`config.mk`:
```
export PLATFORM = sky130hd
export DESIGN_NAME = vga_timing
export DESIGN_NICKNAME = d
export VERILOG_FILES = /design/src/rtl/vga_timing.sv
export SDC_FILE = /design/constraint.sdc
export NUM_CORES = 1
export LEC_CHECK = 0
export ABC_AREA = 1
export CAP_MARGIN = 20
export CORE_AREA = 5 5 63 65
export CTS_BUF_LIST = sky130_fd_sc_hd__clkbuf_4 sky130_fd_sc_hd__clkbuf_8
export DETAILED_ROUTE_END_ITERATION = 10
export DIE_AREA = 0 0 68 70
export GPL_ROUTABILITY_DRIVEN = 0
export PLACE_DENSITY = 0.88
export SYNTH_ARGS = -nofsm -noshare
export SYNTH_HDL_FRONTEND = slang
export SYNTH_SLANG_ARGS = --single-unit
```
`constraint.sdc`:
```
create_clock -name CLOCK_25 -period 2 [get_ports CLOCK_25]
set_input_delay 0.4 -clock CLOCK_25 [delete_from_list [all_inputs] [get_ports CLOCK_25]]
set_output_delay 0.4 -clock CLOCK_25 [all_outputs]
set_load 0.02 [all_outputs]
```
`src/rtl/vga_timing.sv`:
```
// rtl/vga_timing.sv - VGA raster timing with region FSM decode, registered sync/RGB pins and frame tick
module vga_timing #(
    parameter int H_ACTIVE = 640,
    parameter int H_FP     = 16,
    parameter int H_SYNC   = 96,
    parameter int H_BP     = 48,
    parameter int V_ACTIVE = 480,
    parameter int V_FP     = 10,
    parameter int V_SYNC   = 2,
    parameter int V_BP     = 33
) (
    input  logic        CLOCK_25,
    input  logic        RESET_N,
    input  logic [2:0]  color,
    output logic [11:0] x,
    output logic [11:0] y,
    output logic        active,
    output logic        frame_tick,
    output logic        VGA_HS,
    output logic        VGA_VS,
    output logic [3:0]  VGA_R,
    output logic [3:0]  VGA_G,
    output logic [3:0]  VGA_B
);

    localparam logic [9:0] H_FP_START   = 10'(H_ACTIVE);
    localparam logic [9:0] H_SYNC_START = 10'(H_ACTIVE + H_FP);
    localparam logic [9:0] H_BP_START   = 10'(H_ACTIVE + H_FP + H_SYNC);
    localparam logic [9:0] H_LAST       = 10'(H_ACTIVE + H_FP + H_SYNC + H_BP - 1);
    localparam logic [9:0] V_FP_START   = 10'(V_ACTIVE);
    localparam logic [9:0] V_SYNC_START = 10'(V_ACTIVE + V_FP);
    localparam logic [9:0] V_BP_START   = 10'(V_ACTIVE + V_FP + V_SYNC);
    localparam logic [9:0] V_LAST       = 10'(V_ACTIVE + V_FP + V_SYNC + V_BP - 1);

    localparam logic [1:0] ST_ACTIVE = 2'd0;
    localparam logic [1:0] ST_FP     = 2'd1;
    localparam logic [1:0] ST_SYNC   = 2'd2;
    localparam logic [1:0] ST_BP     = 2'd3;

    logic [9:0] h_cnt_q, h_cnt_d;
    logic [9:0] v_cnt_q, v_cnt_d;
    logic [1:0] h_state, v_state;
    logic       hs_q, hs_d;
    logic       vs_q, vs_d;
    logic [3:0] r_q, r_d;
    logic [3:0] g_q, g_d;
    logic [3:0] b_q, b_d;

    function automatic logic [1:0] region(input logic [9:0] cnt, input logic [9:0] fp_start,
                                          input logic [9:0] sync_start, input logic [9:0] bp_start);
        if (cnt < fp_start)        return ST_ACTIVE;
        else if (cnt < sync_start) return ST_FP;
        else if (cnt < bp_start)   return ST_SYNC;
        else                       return ST_BP;
    endfunction

    always_comb begin
        h_state = region(h_cnt_q, H_FP_START, H_SYNC_START, H_BP_START);
        v_state = region(v_cnt_q, V_FP_START, V_SYNC_START, V_BP_START);

        h_cnt_d = (h_cnt_q == H_LAST) ? 10'd0 : h_cnt_q + 10'd1;
        v_cnt_d = v_cnt_q;
        if (h_cnt_q == H_LAST) begin
            v_cnt_d = (v_cnt_q == V_LAST) ? 10'd0 : v_cnt_q + 10'd1;
        end

        active     = (h_state == ST_ACTIVE) && (v_state == ST_ACTIVE);
        x          = active ? {2'b00, h_cnt_q + 10'd1} : 12'd0;
        y          = active ? {2'b00, v_cnt_q + 10'd1} : 12'd0;
        frame_tick = (h_cnt_q == 10'd0) && (v_cnt_q == V_FP_START);

        // Pins are captured from the same counter state as x/y, so all stay aligned one cycle later
        hs_d = (h_state != ST_SYNC);
        vs_d = (v_state != ST_SYNC);
        r_d  = active ? {4{color[2]}} : 4'h0;
        g_d  = active ? {4{color[1]}} : 4'h0;
        b_d  = active ? {4{color[0]}} : 4'h0;
    end

    always_ff @(posedge CLOCK_25 or negedge RESET_N) begin
        if (!RESET_N) begin
            h_cnt_q <= 10'd0;
            v_cnt_q <= 10'd0;
            hs_q    <= 1'b1;
            vs_q    <= 1'b1;
            r_q     <= 4'h0;
            g_q     <= 4'h0;
            b_q     <= 4'h0;
        end else begin
            h_cnt_q <= h_cnt_d;
            v_cnt_q <= v_cnt_d;
            hs_q    <= hs_d;
            vs_q    <= vs_d;
            r_q     <= r_d;
            g_q     <= g_d;
            b_q     <= b_d;
        end
    end

    assign VGA_HS = hs_q;
    assign VGA_VS = vs_q;
    assign VGA_R  = r_q;
    assign VGA_G  = g_q;
    assign VGA_B  = b_q;

endmodule

```
======== After elaboration in Yosys (flattened, before gate mapping) ========
Cells that the tools add are included.
word-level totals
  word-level logic and storage cells ...... 38
  output and inout bits ................... 40
  register bits ........................... 34
  bits of input ports ..................... 5
cells by class
  mux-type cells .......................... 13
  equal/unequal tests ..................... 5
  $lt $le $gt $ge ......................... 6
  reduce and logical (&&, ||, !) cells .... 5
  add/subtract/negate cells ............... 2
operators with widths
  operator               count
  $mux 10                4
  $lt 10x10->1 const B   3
  $lt 10x9->1 const B    3
  $add 10x1->10 const B  2
  $eq 10x10->1 const B   2
  $mux 4                 3
  $eq 10x9->1 const B    1
  $logic_not 10->1       1
  $mux 2                 4
  $logic_not 2->1        2
  $ne 2x2->1 const B     2
  $logic_and 1x1->1      2
  $mux 1                 2

======== Longest topological paths before layout ========
Gate-level depths: netlist of run 1.
  depth after elaboration ................. 7
  depth in mapped cells ................... 9
  mapped depth without buffers ............ 8

======== Worst setup path after synthesis of run 1 ========
OpenSTA, ideal clock, no wires.
  path kind ............................... flip-flop to output port
  start ................................... register v_cnt_q[0]
  end ..................................... output port y[6]
  data arrival time ....................... 1,358 ps
  cell stages (with the launch flop) ...... 8
  path slack .............................. 242 ps
  required time ........................... 1,600 ps
  path buffers ............................ 0
  cell sequence ........................... dfrtp_1 ha_1 inv_1 nor2_1 nand2_1 o21ai_1 nand2_1 nor2_1
between the ends
  cells in the longest elaborated chain, start to end .. 7
  elaborated cells on any way between the ends .. 10
  classes of those cells .................. 1 x add/sub; 3 x order compare; 4 x mux; 2 x reduce/logical
RTL lines
  element                 line  text
  start, declared         41    logic [9:0] v_cnt_q, v_cnt_d;
  start signal, assigned  91    v_cnt_q <= v_cnt_d;
  $lt 10x9->1             53    else if (cnt < bp_start) return ST_SYNC;
  $mux 1                  53
  $mux 2                  52    else if (cnt < sync_start) return ST_FP;
  $mux 2                  51    if (cnt < fp_start) return ST_ACTIVE;
  $logic_not 2->1         67    active = (h_state == ST_ACTIVE) && (v_state == ST_ACTIVE);
  $logic_and 1x1->1       67
  $mux 10 *               69    y = active ? {2'b00, v_cnt_q + 10'd1} : 12'd0;
  end, declared           16    output logic [11:0] y,
Mark *: on every way between the ends. The rest lies on a longest branch, timed or not.

======== Worst setup path in the final report of run 1 ========
  start ................................... register h_cnt_q[1]
  end ..................................... output port x[8]
between the ends
  cells in the longest elaborated chain, start to end .. 7
  elaborated cells on any way between the ends .. 10
  classes of those cells .................. 1 x add/sub; 3 x order compare; 4 x mux; 2 x reduce/logical
RTL lines
  element                 line  text
  start, declared         40    logic [9:0] h_cnt_q, h_cnt_d;
  start signal, assigned  90    h_cnt_q <= h_cnt_d;
  $lt 10x10->1            53
  $mux 1                  53
  $mux 2                  52
  $mux 2                  51
  $logic_not 2->1         67
  $logic_and 1x1->1       67
  $mux 10 *               68    x = active ? {2'b00, h_cnt_q + 10'd1} : 12'd0;
  end, declared           15    output logic [11:0] x,
Marks and branches as above.

==> impl_results.md, run 1 <==
- Status: finished with violations
- Failing checks: negative setup slack
- Commonest non-fill, non-tap cell in the layout: buf_4
- Finished Cell Area: roughly 0.0027 mm^2
- R2R depth: 7
- Endpoints failing setup: 21
- WP data required: 1600 ps
- Worst Setup End Kind: primary output
- Syn avg cell area: between 7 and 8 um^2
- Fin worst setup slack: -218 ps
- Die width: roughly 68 um
- Crit path max-delay cell type: dfrtp_1
- Max VDD drop: around 0.46 mV
- Adder-Cell Fraction of Synth Area: 0.0316
- XOR/XNOR Fraction of Synth Area: 0.0276
- IO Count: 45
- Placed cell areas: 0.00222 mm^2
- Critical path's top delay family: simple AND/OR/NAND/NOR gates
- Most frequent cells in the layout: buf_4, nand2_1, nor2_1
- Worst reg2reg startpoint: h_cnt_q[1]
- Worst slew pin tran: 597 ps
- CP peak stage delay: roughly 450 ps
- Core Util, Final: 0.829
- # diodes: 0
- First-pass detailed-route iteration total: 4
- CTS sink count: 25
- Compound-Gate Fraction of Synth Area: 0.0656
- Pwr dens: slightly above 300 mW/mm^2
- Reg2Reg Capture Point: v_cnt_q[2]
- Vias in the first global route: approximately 1600
- Internal reg-to-reg setup slack: about 190 ps
- Clock Skew: about 22 ps
- Die height: around 70 um
- Largest net degree at the start of global routing: 26
- Simple-gate portion of the synthesized area: 0.307
- Dpl hpwl: between 3000 and 4000 um
- Final antenna-violating net count: 0
- Syn-to-layout area delta: 72.0%
- Register area share after synthesis: 0.397
- Hold crit path type: input pin to async pin
- Power Total: 836 uW
- Hold Violations, Final: 0
- Crit start category: flip-flop
- Data arrival, critical path: 1820 ps
- Row count: 21
- First-pass GRT wire length: 6970 um
- IO Port Bufs: 39
- Remaining global-route overflow: 0
- Tot GR Track Use: 0.187
- Die area: 0.00476 mm^2
- Clk Latency, worst-skew pair: around 350 ps
- Combinational family with the most area after synthesis: simple AND/OR/NAND/NOR gates
- Mux cell area share after synthesis: 0
- DR DRC count: 0
- CTS HTree Levels: 1
- CTS tree: built
- Hold Slack: between 300 and 400 ps
- Core area: about 0.0033 mm^2
- Final nets: about 310
- Root buffer cell: clkbuf_4
- Post-route clock period utilization: 1.11
- Max Buffers Root-to-Sink: 2
- Max cap viols: 0
- Synthesized flop and latch total: 25
- WL final: around 5700 um
- YS warnings: 0
- CTS clk-pin slew, worst paths: between 150 and 200 ps
- Cell count after synthesis: 219
- RSZ-0062 raised after global routing: yes
- Slew Viols, Final: 0
- Leak: between 0.001 and 0.0015 uW
- Netlist cell types: 29
- Synthesized area: around 0.0016 mm^2
- Crit Path Category: flip-flop to primary output
- Min cycle time layout: roughly 2200 ps
- Drt wl/cell: 16.4 um
- CTS hold repair buffers: 0
- Initial Util: 0.482
- Antenna violations before repair: 0
- Crit Path Max Fanout: 2
- Max frequency: between 400 and 500 MHz
- Layout cells sized above 1: 0.467
- Drt initial violations: between 90 and 100
- Via Count: 1819
- TritonCTS buffer count: 3
- Max transition margin: 0.598
- CP bufs+invs: 1
- Via/cell ratio: around 5.2
- CP Cell Sequence: ha_4, nand3_4, nor2_4, nand2_2, o21bai_1, nand2_1, nor2_1, buf_4
[worst max path at each step]
stage	from	endpoint	slack (ps)	cells after the start
final	h_cnt_q[1]	x[8]	-220	8
after global routing	h_cnt_q[1]	x[8]	-310	8
after CTS	h_cnt_q[0]	frame_tick	-140	8
after detailed placement	v_cnt_q[0]	y[6]	-230	8
after global placement	v_cnt_q[0]	frame_tick	-180	8
after floorplan	v_cnt_q[0]	y[6]	240	7
[cell usage after synthesis]
library cell | number | area, um^2
dfstp_2 | 2 | 52.6
dfrtp_1 | 23 | 576
inv_2 | 1 | 3.75
buf_2 | 4 | 20.0
nor2_1 | 43 | 161
ha_1 | 4 | 50.1
a21oi_1 | 1 | 5.00
nor4_1 | 1 | 6.26
o21ai_0 | 12 | 60.1
and2_1 | 1 | 6.26
buf_6 | 1 | 11.3
nand3b_1 | 2 | 15.0
nor3_1 | 3 | 15.0
conb_1 | 1 | 3.75
nor2_4 | 1 | 11.3
o21ai_1 | 3 | 15.0
nand2_2 | 2 | 12.5
o21bai_1 | 2 | 15.0
nand2_1 | 38 | 143
inv_1 | 34 | 128
nor2_2 | 2 | 12.5
buf_4 | 14 | 105
nand3_2 | 1 | 10.0
or2_2 | 1 | 6.26
xnor2_1 | 1 | 8.76
o2111ai_1 | 1 | 8.76
xor2_1 | 4 | 35.0
nand3_1 | 10 | 50.1
nand4_1 | 6 | 37.5
[routing by layer]
metal / vias up / global-route usage / wire length [um]
met3: 27 / 0.0353 / 515
met4: 0 / 0.0618 / 254
met1: 864 / 0.221 / 2040
met2: 111 / 0.329 / 2900
met5: - / 0 / 0
li1: 817 / - / -
[flip-flops by register name (all words and copies together), names as in the netlist]
name     count
h_cnt_q     10
v_cnt_q     10
VGA_VS       1
VGA_R        1
VGA_G        1
VGA_HS       1
VGA_B        1
[cell families (layout without fill, tap and decap cells)]
logic type | count (synthesis) | after routing
other | 1 | 5
XOR/XNOR | 5 | 5
buffers and inverters | 54 | 133
adder cells (fa/ha/maj) | 4 | 4
AO/OA/AOI/OAI | 19 | 19
AND/OR/NAND/NOR | 111 | 111
flip-flops | 25 | 25
[final cells by class]
cell class,count,area [um^2]
repair buffers,94,878
inverters,35,136
clock buffers,3,22.5
multi-input cells,144,992
clock inverters,1,5.00
fillers,190,561
well taps,46,57.6
flip-flops and latches,25,632
[repair_timing]
action / CTS / global route
resized for setup: 118 / 95
pin swaps: 7 / 23
setup endpoints to repair: 21 / 21
cloned: 0 / 1
setup buffers: 1 / 12
[metrics by stage]
stage | setup WS [ps] | setup TNS [ps] | std cells
after global routing | -308 | -3150 | 348
final | -218 | -1610 | 348
after global placement | -179 | -2270 | 330
after floorplan | 242 | 0 | 223
after detailed placement | -230 | -2720 | 330
after CTS | -137 | -625 | 335
[power by group]
group	switching, uW	internal (uW)
registers	2.80	509
logic	41.7	29.6
clock network	177	75.5
Note: power is estimated with default switching activity, not from simulation.
==> run 2: changes to the inputs <==
--- a/config.mk
+++ b/config.mk
@@ -13,6 +13,7 @@
 export DIE_AREA = 0 0 68 70
 export GPL_ROUTABILITY_DRIVEN = 0
 export PLACE_DENSITY = 0.88
+export SETUP_SLACK_MARGIN = 0.02
 export SYNTH_ARGS = -nofsm -noshare
 export SYNTH_HDL_FRONTEND = slang
 export SYNTH_SLANG_ARGS = --single-unit
==> impl_results.md, run 2 (synthesized netlist as in run 1, its figures left out) <==
- Clock Skew: around 8.4 ps
- Endpoints failing setup: 20
- Die height: 70 um
- Largest regs: h_cnt_q (10), v_cnt_q (10)
- Setup Slack @ Placement: -230 ps
- Syn-to-layout area delta: 72.7%
- Finished Cell Area: 0.00274 mm^2
- Via/cell ratio: slightly below 5
- Critical path's top delay family: simple AND/OR/NAND/NOR gates
- First-pass GRT wire length: about 6900 um
- Crit start category: flip-flop
- Most frequent cells in the layout: buf_4, inv_1, nand2_1, nor2_1, buf_6
- Dpl hpwl: between 3000 and 4000 um
- Via Count: 1725
- IO Port Bufs: 39
- Hold Violations, Final: 0
- Failing checks: negative setup slack
- CTS hold repair buffers: 0
- CP bufs+invs: 1
- Number of fill cells in the layout: 186
- Clk Latency, worst-skew pair: roughly 340 ps
- IO Count: 45
- Tot GR Track Use: 0.186
- Final nets: between 300 and 400
- First-pass detailed-route iteration total: 4
- Reg2Reg Capture Point: v_cnt_q[3]
- Internal reg-to-reg setup slack: 170 ps
- Die area: roughly 0.0048 mm^2
- CTS HTree Levels: 1
- Crit Path Max Fanout: 2
- Antenna violations before repair: 0
- CP peak stage delay: 450 ps
- CTS clk-pin slew, worst paths: ~150 ps
- Status: finished with violations
- Max Buffers Root-to-Sink: 2
- Slew Viols, Final: 0
- Max transition margin: 0.574
- Drt wl/cell: between 15 and 20 um
- Leak: 0.00129 uW
- Drt initial violations: between 80 and 90
- Pwr dens: 302 mW/mm^2
- Row count: 21
- WL final: 5250 um
- Initial Util: 0.482
- Commonest non-fill, non-tap cell in the layout: buf_4
- CTS sink count: 25
- Max cap viols: 0
- Worst Setup SP: h_cnt_q[1]
- Remaining global-route overflow: 0
- Final antenna-violating net count: 0
- Max VDD drop: between 0.2 and 0.3 mV
- WP data required: 1600 ps
- Crit Path Category: flip-flop to primary output
- Data arrival, critical path: approximately 1800 ps
- Worst Setup End Kind: primary output
- Critical Path Stages: 8
- Largest net degree at the start of global routing: 26
- Min cycle time layout: 2190 ps
- Hold crit path type: input pin to async pin
- Die width: around 68 um
- Fin worst setup slack: -191 ps
- CTS tree: built
- Worst slew pin tran: 632 ps
- RSZ-0062 raised after global routing: yes
- Post-route clock period utilization: 1.10
- Crit path max-delay cell type: dfrtp_1
- Worst reg2reg startpoint: v_cnt_q[0]
- Vias in the first global route: 1570
- DR DRC count: 0
- R2R depth: 7
- Placed cell areas: about 0.0022 mm^2
- TritonCTS buffer count: 3
- # diodes: 0
- CP Cell Sequence: ha_4, nand3_4, nor2_4, nand2_2, o21bai_1, nand2_1, nor2_1, buf_4
- Layout cells sized above 1: 0.483
- Core area: between 0.003 and 0.004 mm^2
- Root buffer cell: clkbuf_4
- Max frequency: between 400 and 500 MHz
run 2: cell counts in the layout (fill, tap and decap cells not counted):
No cell type changed its count.
run 2: worst max-delay path by stage:
stage,endpoint
floorplan,y[6]
finish,x[8]
global route,x[8]
detailed placement,y[6]
global placement,frame_tick
CTS,frame_tick
run 2: layout make-up:
cell class	instances	area, um^2	area share
multi-input combinational	144	1010	0.371
timing repair buffer	94	866	0.317
sequential	25	631	0.231
inverter	35	139	0.0508
tap	46	57.6	0.0210
clock buffer	3	22.5	0.00823
clock inverter	1	5.00	0.00183
run 2: worst reg2reg max path, stage by stage, from the launching register on:
cell and delay [ps]:
dfrtp_1 430, buf_6 150, inv_6 60, ha_4 120
buf_4 100, nand3_1 100, o21ai_0 540, o21ai_0 200
run 2: report_power, final:
group	total (uW)	switching, uW	internal, uW
Clock	244	169	75.5
Sequential	512	2.80	509
Combinational	71.5	41.9	29.6
run 2: stage by stage:
step / TNS [ps] / hold slack [ps] / utilization / cells / power (uW)
floorplan: 0 / 104 / - / 223 / 569
global placement: -2270 / 552 / 0.675 / 330 / 591
detailed placement: -2720 / 576 / 0.675 / 330 / 593
CTS: -625 / 406 / 0.693 / 335 / 829
global route: -2640 / 423 / 0.833 / 348 / 856
finish: -1130 / 402 / 0.833 / 348 / 827
run 2: what timing repair did:
| item | 4_1_cts | 5_1_grt |
|---|---|---|
| pin swaps | 7 | 23 |
| buffers inserted | 1 | 12 |
| cloned | 0 | 1 |
| resized for setup | 123 | 96 |
| endpoints found under the setup margin | 21 | 21 |
run 2: layer usage:
layer	track usage	wire length [um]	vias up
met1	0.221	2080	824
met2	0.325	2720	67
li1	-	-	823
met4	0.0618	97	0
met5	0	0	-
met3	0.0353	352	11
